[config.mk]
export PLATFORM = sky130hd
export DESIGN_NAME = mdio_phy_responder
export DESIGN_NICKNAME = d
export VERILOG_FILES = /design/src/rtl/mdio_phy_responder.sv
export SDC_FILE = /design/constraint.sdc
export NUM_CORES = 1
export LEC_CHECK = 0
export ABC_AREA = 1
export CORE_ASPECT_RATIO = 2
export CORE_MARGIN = 4
export CORE_UTILIZATION = 35
export CTS_CLUSTER_DIAMETER = 40
export DETAILED_ROUTE_END_ITERATION = 7
export PLACE_DENSITY = 0.57
export SYNTH_ARGS = -nofsm -noshare
export SYNTH_HDL_FRONTEND = slang
export SYNTH_SLANG_ARGS = --single-unit
[constraint.sdc]
create_clock -name CLK -period 5.96 [get_ports CLK]
set_clock_uncertainty 0.15 [all_clocks]
set_input_delay 1.192 -clock CLK [delete_from_list [all_inputs] [get_ports CLK]]
set_output_delay 1.192 -clock CLK [all_outputs]
set_load 0.005 [all_outputs]
[src/rtl/mdio_phy_responder.sv]
// MDIO (clause 22) PHY-side management responder: decodes frames on an oversampled MDC, serves a small register map.
// Optional MDIO_PREAMBLE_SUPPRESS_EN: accept a frame after any run of at least one preamble 1.
module mdio_phy_responder #(
    parameter logic [15:0] PHY_ID1      = 16'h0141,
    parameter logic [15:0] PHY_ID2      = 16'h0CC2,
    parameter logic [15:0] CTRL_DEFAULT = 16'h1140
) (
    input  logic        CLK,
    input  logic        RESETN,
    input  logic [4:0]  PHYAD,
    input  logic        MDC,
    input  logic        MDIO_I,
    output logic        MDIO_O,
    output logic        MDIO_T,
    input  logic [15:0] STATUS,
    output logic [15:0] CTRL,
    output logic        WR_STB,
    output logic [4:0]  WR_ADDR,
    output logic [15:0] WR_DATA
);

    typedef enum logic [3:0] {IDLE, ST, OP, PA, RA, TA, RD, WR, SKIP} state_t;

    state_t      state, state_n;
    logic        mdc_s1, mdc_s2, mdc_d, mdio_s1, mdio_s2;
    logic        re, bit_i, preamble_ok;
    logic [5:0]  pre_cnt;
    logic [4:0]  bit_cnt;
    logic        op_msb, is_read, addr_match;
    logic [3:0]  pa_sh;
    logic [4:0]  ra_sh;
    logic [14:0] wd_sh;
    logic [15:0] wd_full, rd_sh, rd_mux;
    logic [15:0] scratch [4];

    assign re      = mdc_s2 & ~mdc_d;
    assign bit_i   = mdio_s2;
    assign wd_full = {wd_sh, bit_i};

`ifdef MDIO_PREAMBLE_SUPPRESS_EN
    assign preamble_ok = (pre_cnt != 6'd0);
`else
    assign preamble_ok = (pre_cnt == 6'd32);
`endif

    always_ff @(posedge CLK or negedge RESETN) begin
        if (!RESETN) begin
            mdc_s1  <= 1'b0;
            mdc_s2  <= 1'b0;
            mdc_d   <= 1'b0;
            mdio_s1 <= 1'b0;
            mdio_s2 <= 1'b0;
        end else begin
            mdc_s1  <= MDC;
            mdc_s2  <= mdc_s1;
            mdc_d   <= mdc_s2;
            mdio_s1 <= MDIO_I;
            mdio_s2 <= mdio_s1;
        end
    end

    always_ff @(posedge CLK or negedge RESETN) begin
        if (!RESETN) state <= IDLE;
        else         state <= state_n;
    end

    // Read and write share TA; OP is valid only when its two bits differ (10 read, 01 write).
    always_comb begin
        state_n = state;
        if (re) begin
            case (state)
                IDLE: if (!bit_i && preamble_ok) state_n = ST;
                ST:   state_n = bit_i ? OP : IDLE;
                OP:   if (bit_cnt == 5'd1) state_n = (op_msb ^ bit_i) ? PA : IDLE;
                PA:   if (bit_cnt == 5'd4) state_n = RA;
                RA:   if (bit_cnt == 5'd4) state_n = addr_match ? TA : SKIP;
                TA: begin
                    if (is_read) begin
                        if (bit_cnt == 5'd1) state_n = RD;
                    end else if (bit_cnt == 5'd0) begin
                        if (!bit_i) state_n = IDLE;
                    end else begin
                        state_n = bit_i ? IDLE : WR;
                    end
                end
                RD:   if (bit_cnt == 5'd15) state_n = IDLE;
                WR:   if (bit_cnt == 5'd15) state_n = IDLE;
                SKIP: if (bit_cnt == 5'd17) state_n = IDLE;
                default: state_n = IDLE;
            endcase
        end
    end

    always_comb begin
        rd_mux = 16'h0000;
        case (ra_sh)
            5'd0:                   rd_mux = CTRL;
            5'd1:                   rd_mux = STATUS;
            5'd2:                   rd_mux = PHY_ID1;
            5'd3:                   rd_mux = PHY_ID2;
            5'd4, 5'd5, 5'd6, 5'd7: rd_mux = scratch[ra_sh[1:0]];
            default:                rd_mux = 16'h0000;
        endcase
    end

    always_ff @(posedge CLK or negedge RESETN) begin
        if (!RESETN) begin
            pre_cnt    <= '0;
            bit_cnt    <= '0;
            op_msb     <= 1'b0;
            is_read    <= 1'b0;
            addr_match <= 1'b0;
            pa_sh      <= '0;
            ra_sh      <= '0;
            wd_sh      <= '0;
            rd_sh      <= '0;
            MDIO_O     <= 1'b0;
            MDIO_T     <= 1'b1;
            CTRL       <= CTRL_DEFAULT;
            WR_STB     <= 1'b0;
            WR_ADDR    <= '0;
            WR_DATA    <= '0;
            for (int i = 0; i < 4; i++) scratch[i] <= '0;
        end else begin
            WR_STB <= 1'b0;
            if (state != IDLE) pre_cnt <= '0;
            if (re) begin
                bit_cnt <= (state_n != state) ? 5'd0 : bit_cnt + 5'd1;
                case (state)
                    IDLE: pre_cnt <= !bit_i ? 6'd0 : (pre_cnt == 6'd32) ? pre_cnt : pre_cnt + 6'd1;
                    OP: begin
                        if (bit_cnt == 5'd0) op_msb <= bit_i;
                        else                 is_read <= op_msb;
                    end
                    PA: begin
                        pa_sh <= {pa_sh[2:0], bit_i};
                        if (bit_cnt == 5'd4) addr_match <= ({pa_sh, bit_i} == PHYAD);
                    end
                    RA: ra_sh <= {ra_sh[3:0], bit_i};
                    TA: if (is_read) begin
                        // Whole word captured at the first TA bit so nothing later can change it.
                        MDIO_T <= 1'b0;
                        if (bit_cnt == 5'd0) begin
                            MDIO_O <= 1'b0;
                            rd_sh  <= rd_mux;
                        end else begin
                            MDIO_O <= rd_sh[15];
                            rd_sh  <= {rd_sh[14:0], 1'b0};
                        end
                    end
                    RD: begin
                        if (bit_cnt == 5'd15) begin
                            MDIO_T <= 1'b1;
                            MDIO_O <= 1'b0;
                        end else begin
                            MDIO_O <= rd_sh[15];
                            rd_sh  <= {rd_sh[14:0], 1'b0};
                        end
                    end
                    WR: begin
                        wd_sh <= wd_full[14:0];
                        if (bit_cnt == 5'd15) begin
                            WR_STB  <= 1'b1;
                            WR_ADDR <= ra_sh;
                            WR_DATA <= wd_full;
                            if (ra_sh == 5'd0)
                                CTRL <= wd_full[15] ? CTRL_DEFAULT : wd_full;
                            else if (ra_sh[4:2] == 3'b001)
                                scratch[ra_sh[1:0]] <= wd_full;
                        end
                    end
                    default: ;
                endcase
            end
        end
    end

endmodule

Yosys cells after proc, flatten, opt, wreduce, memory -nomap -nowiden

Cells that the tools add are included.
W data, S select, Z words.

Add/sub/neg operators: 2
$lt $le $gt $ge: 2
Equality and inequality tests: 27
Mux-type cells: 44
Bitwise gates (word level): 6
Reductions and logical operators: 22

Operator list:

| kind                  | count |
|---|---|
| $mux W16              | 6 |
| $pmux W16 S5          | 1 |
| $bwmux W64            | 1 |
| $mux W4               | 12 |
| $bmux W16 S2          | 1 |
| $demux W16 S2         | 1 |
| $pmux W16 S2          | 1 |
| $pmux W4 S8           | 1 |
| $mux W6               | 5 |
| $eq A5 B3 Y1 const B  | 5 |
| $eq A4 B3 Y1 const B  | 4 |
| $mux W15              | 1 |
| $reduce_and A3 Y1     | 5 |
| $reduce_and A4 Y1     | 3 |
| $eq A5 B1 Y1 const B  | 2 |
| $eq A5 B2 Y1 const B  | 2 |
| $logic_not A5 Y1      | 2 |
| $eq A4 B2 Y1 const B  | 2 |
| $mux W1               | 8 |
| $add A6 B1 Y6 const B | 1 |
| $eq A6 B6 Y1 const B  | 1 |
| $ne A2 B2 Y1 const B  | 3 |
| $reduce_and A2 Y1     | 3 |
| $add A5 B1 Y5 const B | 1 |
| 26 further kinds      | 31 |

Bits in registers: 167
Bits of input ports: 25
Output and inout port bits: 40
Word-level logic and storage cells: 128

Logic depth before layout (Yosys ltp)

Word-level depth: 8
Gate-level depth with buffers: 16
Gate-level depth less buffers: 16

Least setup slack after synthesis

Ideal clock, no wire load.

Path type: input port to flip-flop
From: input port PHYAD[2]
To: register addr_match
Library setup time: 0.110 ns
Arrival time: 1.887 ns
Data required time: 5.700 ns
Setup slack: 3.813 ns
Stages on the path: 3
Path buffers: 0
Cell sequence: xor2_1 > or3_1 > o41ai_1

Cells in the longest elaborated chain, start to end: 1

Ends and longest elaborated chain:

| what                 | line | source |
|---|---|---|
| from (decl)          | 10   | `input logic [4:0] PHYAD,` |
| $eq A5 B5 Y1         | 137  | `if (bit_cnt == 5'd4) addr_match <= ({pa_sh, bit_i} == PHYAD);` |
| to (signal assigned) | 137  |  |
| to (decl)            | 29   | `logic op_msb, is_read, addr_match;` |

Every way passes these cells.
A chain may end at the register's enable or synchronous reset.

Final worst setup path

From: register mdc_s2
To: register scratch[25] (netlist bit)

Cells in the longest elaborated chain, start to end: 2

Ends and longest elaborated chain:

| what                               | line | source |
|---|---|---|
| from (decl)                        | 25   | `logic mdc_s1, mdc_s2, mdc_d, mdio_s1, mdio_s2;` |
| from (signal assigned)             | 55   | `mdc_s2 <= mdc_s1;` |
| $and A1 B1 Y1                      | 36   | `assign re = mdc_s2 & ~mdc_d;` |
| $reduce_and A5 Y1 (no source line) | -    |  |
| to (signal, indexed assignment)    | 169  | `scratch[ra_sh[1:0]] <= wd_full;` |
| to (decl)                          | 34   | `logic [15:0] scratch [4];` |

Every way passes these cells.

==> impl_metrics.env <==
export IMPL_grt_overflow_total=0
export IMPL_cts_tree="built"
export IMPL_power_leakage_nw=3.99
export IMPL_cts_resized=0
export IMPL_place_port_buffers=63
export IMPL_ys_flop_type="dfrtp_1"
export IMPL_yosysSeqAreaShare_pct=54.7
export IMPL_synthesis_area_um2=7600
export IMPL_grt_pass1_vias=6534
export IMPL_hold_viol_final=0
export IMPL_final_cell_mix="nand2_1, dfrtp_1, o21ai_0, inv_1, clkdlybuf4s50_1"
export IMPL_synthDistinctLibCells=34
export IMPL_ys_async_sr_fraction_pct=100
export IMPL_drtIter0Drc=434
export IMPL_final_util_pct=41.9
export IMPL_gp_congestion=0.898
export IMPL_synth_edf_count=0
export IMPL_cts_inserted_buffers=17
export IMPL_final_common_cell="nand2_1"
export IMPL_worst_slew_pin_slew_ns=1.15
export IMPL_tns_ns=0
export IMPL_hp_class="reg -> reg"
export IMPL_dp_hpwl_mm=16.7
export IMPL_via_count=6264
export IMPL_pre_cts_slack_ns=2.35
export IMPL_die_w_um=112
export IMPL_r2r_end="scratch[25]$_DFFE_PN0P_"
export IMPL_grt_max_degree=67
export IMPL_synth_nets=935
export IMPL_vias_per_cell=5.07
export IMPL_area_growth_pct=18.4
export IMPL_grt_use_total_pct=19.4
export IMPL_cts_sinks=166
export IMPL_rows=76
export IMPL_critPathLaunchType="flip-flop"
export IMPL_crit_fanout=32
export IMPL_yosys_warnings=0
export IMPL_status="completed"
export IMPL_syn_instance_count=904
export IMPL_antenna_found_initial=0
export IMPL_setup_violations=0
export IMPL_max_freq_ghz=0.275
export IMPL_antenna_left=0
export IMPL_power_per_cell_area_nw_per_um2=268
export IMPL_routed_wl_mm=22.8
export IMPL_rsz0062_at_grt="false"
export IMPL_path_class="reg -> reg"
export IMPL_worstReg2RegStart="mdc_s2$_DFF_PN0_"
export IMPL_r2r_slack_ns=2.32
export IMPL_setup_ws_ns=2.32
export IMPL_cp_end_kind="flip-flop"
export IMPL_finalInstanceArea_um2=9010
export IMPL_cp_required_ns=6.14
export IMPL_coreArea_um2=21500
export IMPL_n_antenna_cell=0
export IMPL_post_route_period_util_pct=61.1
export IMPL_ys_ff_latch=166
export IMPL_layout_drive_gt1_share_pct=5.82
export IMPL_drv_slew=0
export IMPL_hold_end="bit_i$_DFF_PN0_"
export IMPL_crit_arrival_ns=3.82
export IMPL_grt_pass1_wl_mm=36.1
export IMPL_ioPinCount=65
export IMPL_period_needed_ns=3.64
export IMPL_clk_pin_slew_ns=0.06
export IMPL_cts_hold_buffers=0
export IMPL_drc=0
export IMPL_insertion_delay_ns=0.44
export IMPL_detail_route_wl_per_cell_um=18.4
export IMPL_slew_headroom_pct=23.3
export IMPL_drt_pass1_iter_count=8
export IMPL_post_cts_setup_buffers=0
export IMPL_die_area_um2=24300
export IMPL_ff2ff_path_depth=7
export IMPL_timing_max_cap_violations=0
export IMPL_syn_area_per_cell_um2=8.41
export IMPL_holdPathStages=0
export IMPL_clk_root_buffer_cell="clkbuf_16"
export IMPL_hold_path_startpoint="mdio_s1$_DFF_PN0_"
export IMPL_h_tree_depth=4
export IMPL_ir_worst_vdd_uv=145
export IMPL_nets=981
export IMPL_initial_core_util_pct=35.4
export IMPL_die_h_um=216
export IMPL_place_area_um2=8440
export IMPL_clockBufferDepth=2
[cells in the mapped netlist (2+ instances only)]
master / n / area (um2)
buf_2: 13 / 65.1
nand2_1: 245 / 920
clkbuf_1: 26 / 97.6
nand4_1: 5 / 31.3
a21oi_1: 44 / 220
ha_1: 6 / 75.1
nor2_2: 4 / 25.0
mux2_2: 2 / 22.5
nand3_1: 37 / 185
inv_2: 4 / 15.0
o21ai_1: 52 / 260
clkinv_1: 3 / 11.3
a22oi_1: 32 / 240
o21ai_0: 82 / 410
inv_1: 79 / 297
nor3_1: 6 / 30.0
nor3_4: 2 / 32.5
o22ai_1: 13 / 81.3
dfstp_2: 4 / 105
a21boi_0: 5 / 37.5
nor2_1: 59 / 221
dfrtp_1: 162 / 4050
xor2_1: 7 / 61.3
buf_4: 2 / 15.0
[cells by family (layout without fill, tap and decap cells)]
logic type | Yosys count | after routing | synth area share (%)
AND/OR/NAND/NOR | 362 | 362 | 19.6
AO/OA/AOI/OAI | 233 | 233 | 17.0
flip-flops | 166 | 166 | 54.7
buffers and inverters | 127 | 186 | 6.58
XOR/XNOR | 7 | 7 | 0.806
adder cells (fa/ha/maj) | 6 | 6 | 0.987
multiplexers | 2 | 2 | 0.296
other | 1 | 1 | 0.0493
[per-stage QoR]
step / hold WS, ns / std cells / power [mW]
after detailed placement: 0.190 / 1204 / 1.37
final: 0.199 / 1236 / 2.42
after CTS: 0.204 / 1236 / 2.44
after global routing: 0.207 / 1236 / 2.51
after floorplan: 0.181 / 904 / 1.29
after global placement: 0.184 / 1204 / 1.37
[where the power goes]
group	internal, mW	leakage, nW	switching, mW
sequential	1.14	2.20	0.0249
clock	0.606	0.286	0.458
combinational	0.0534	1.51	0.128
[routing by layer]
metal,GRT usage (%),share of wire [%],vias to the layer above
met1,19.9,36,3003
li1,-,-,3071
met4,11.0,4.8,0
met3,3.13,2.6,55
met2,36.7,57,135
met5,0,0,-
[area by class of cell]
cell class                 count  area, um2
clock buffer                  20        467
clock inverter                12        103
fill                        2266      12500
inverter                      86        323
multi-input combinational    611       2950
sequential                   166       4160
tap                          273        342
timing repair buffer          68        669
[state kept, by name, summed over array words and instances, names as in the netlist, 4 cells and up]
name	flops
scratch	64
WR_DATA	16
rd_sh	16
CTRL	15
wd_sh	15
pre_cnt	6
WR_ADDR	5
bit_cnt	5
ra_sh	5
pa_sh	4
state	4
[critical path: stages, from the launching register on]
cell and delay (ns):
dfrtp_1 0.35, inv_1 0.04, or2_1 0.40, nor2_2 0.84
inv_2 0.34, nor4_4 0.30, nand2_1 0.69, o21ai_0 0.42
[worst max-delay path by stage]
stage                     start  slack (ns)  cells after the start                 endpoint
5_1_grt        mdc_s2$_DFF_PN0_        1.88                      7  scratch[23]$_DFFE_PN0P_
6_report       mdc_s2$_DFF_PN0_        2.32                      7  scratch[25]$_DFFE_PN0P_
2_1_floorplan          PHYAD[2]        3.81                      3   addr_match$_DFFE_PN0P_
3_3_place_gp   mdc_s2$_DFF_PN0_        2.45                      8  scratch[47]$_DFFE_PN0P_
3_5_place_dp   mdc_s2$_DFF_PN0_        2.35                      7  scratch[25]$_DFFE_PN0P_
4_1_cts        mdc_s2$_DFF_PN0_        2.32                      7  scratch[25]$_DFFE_PN0P_
No activity file was read; power rests on OpenSTA's default activity.
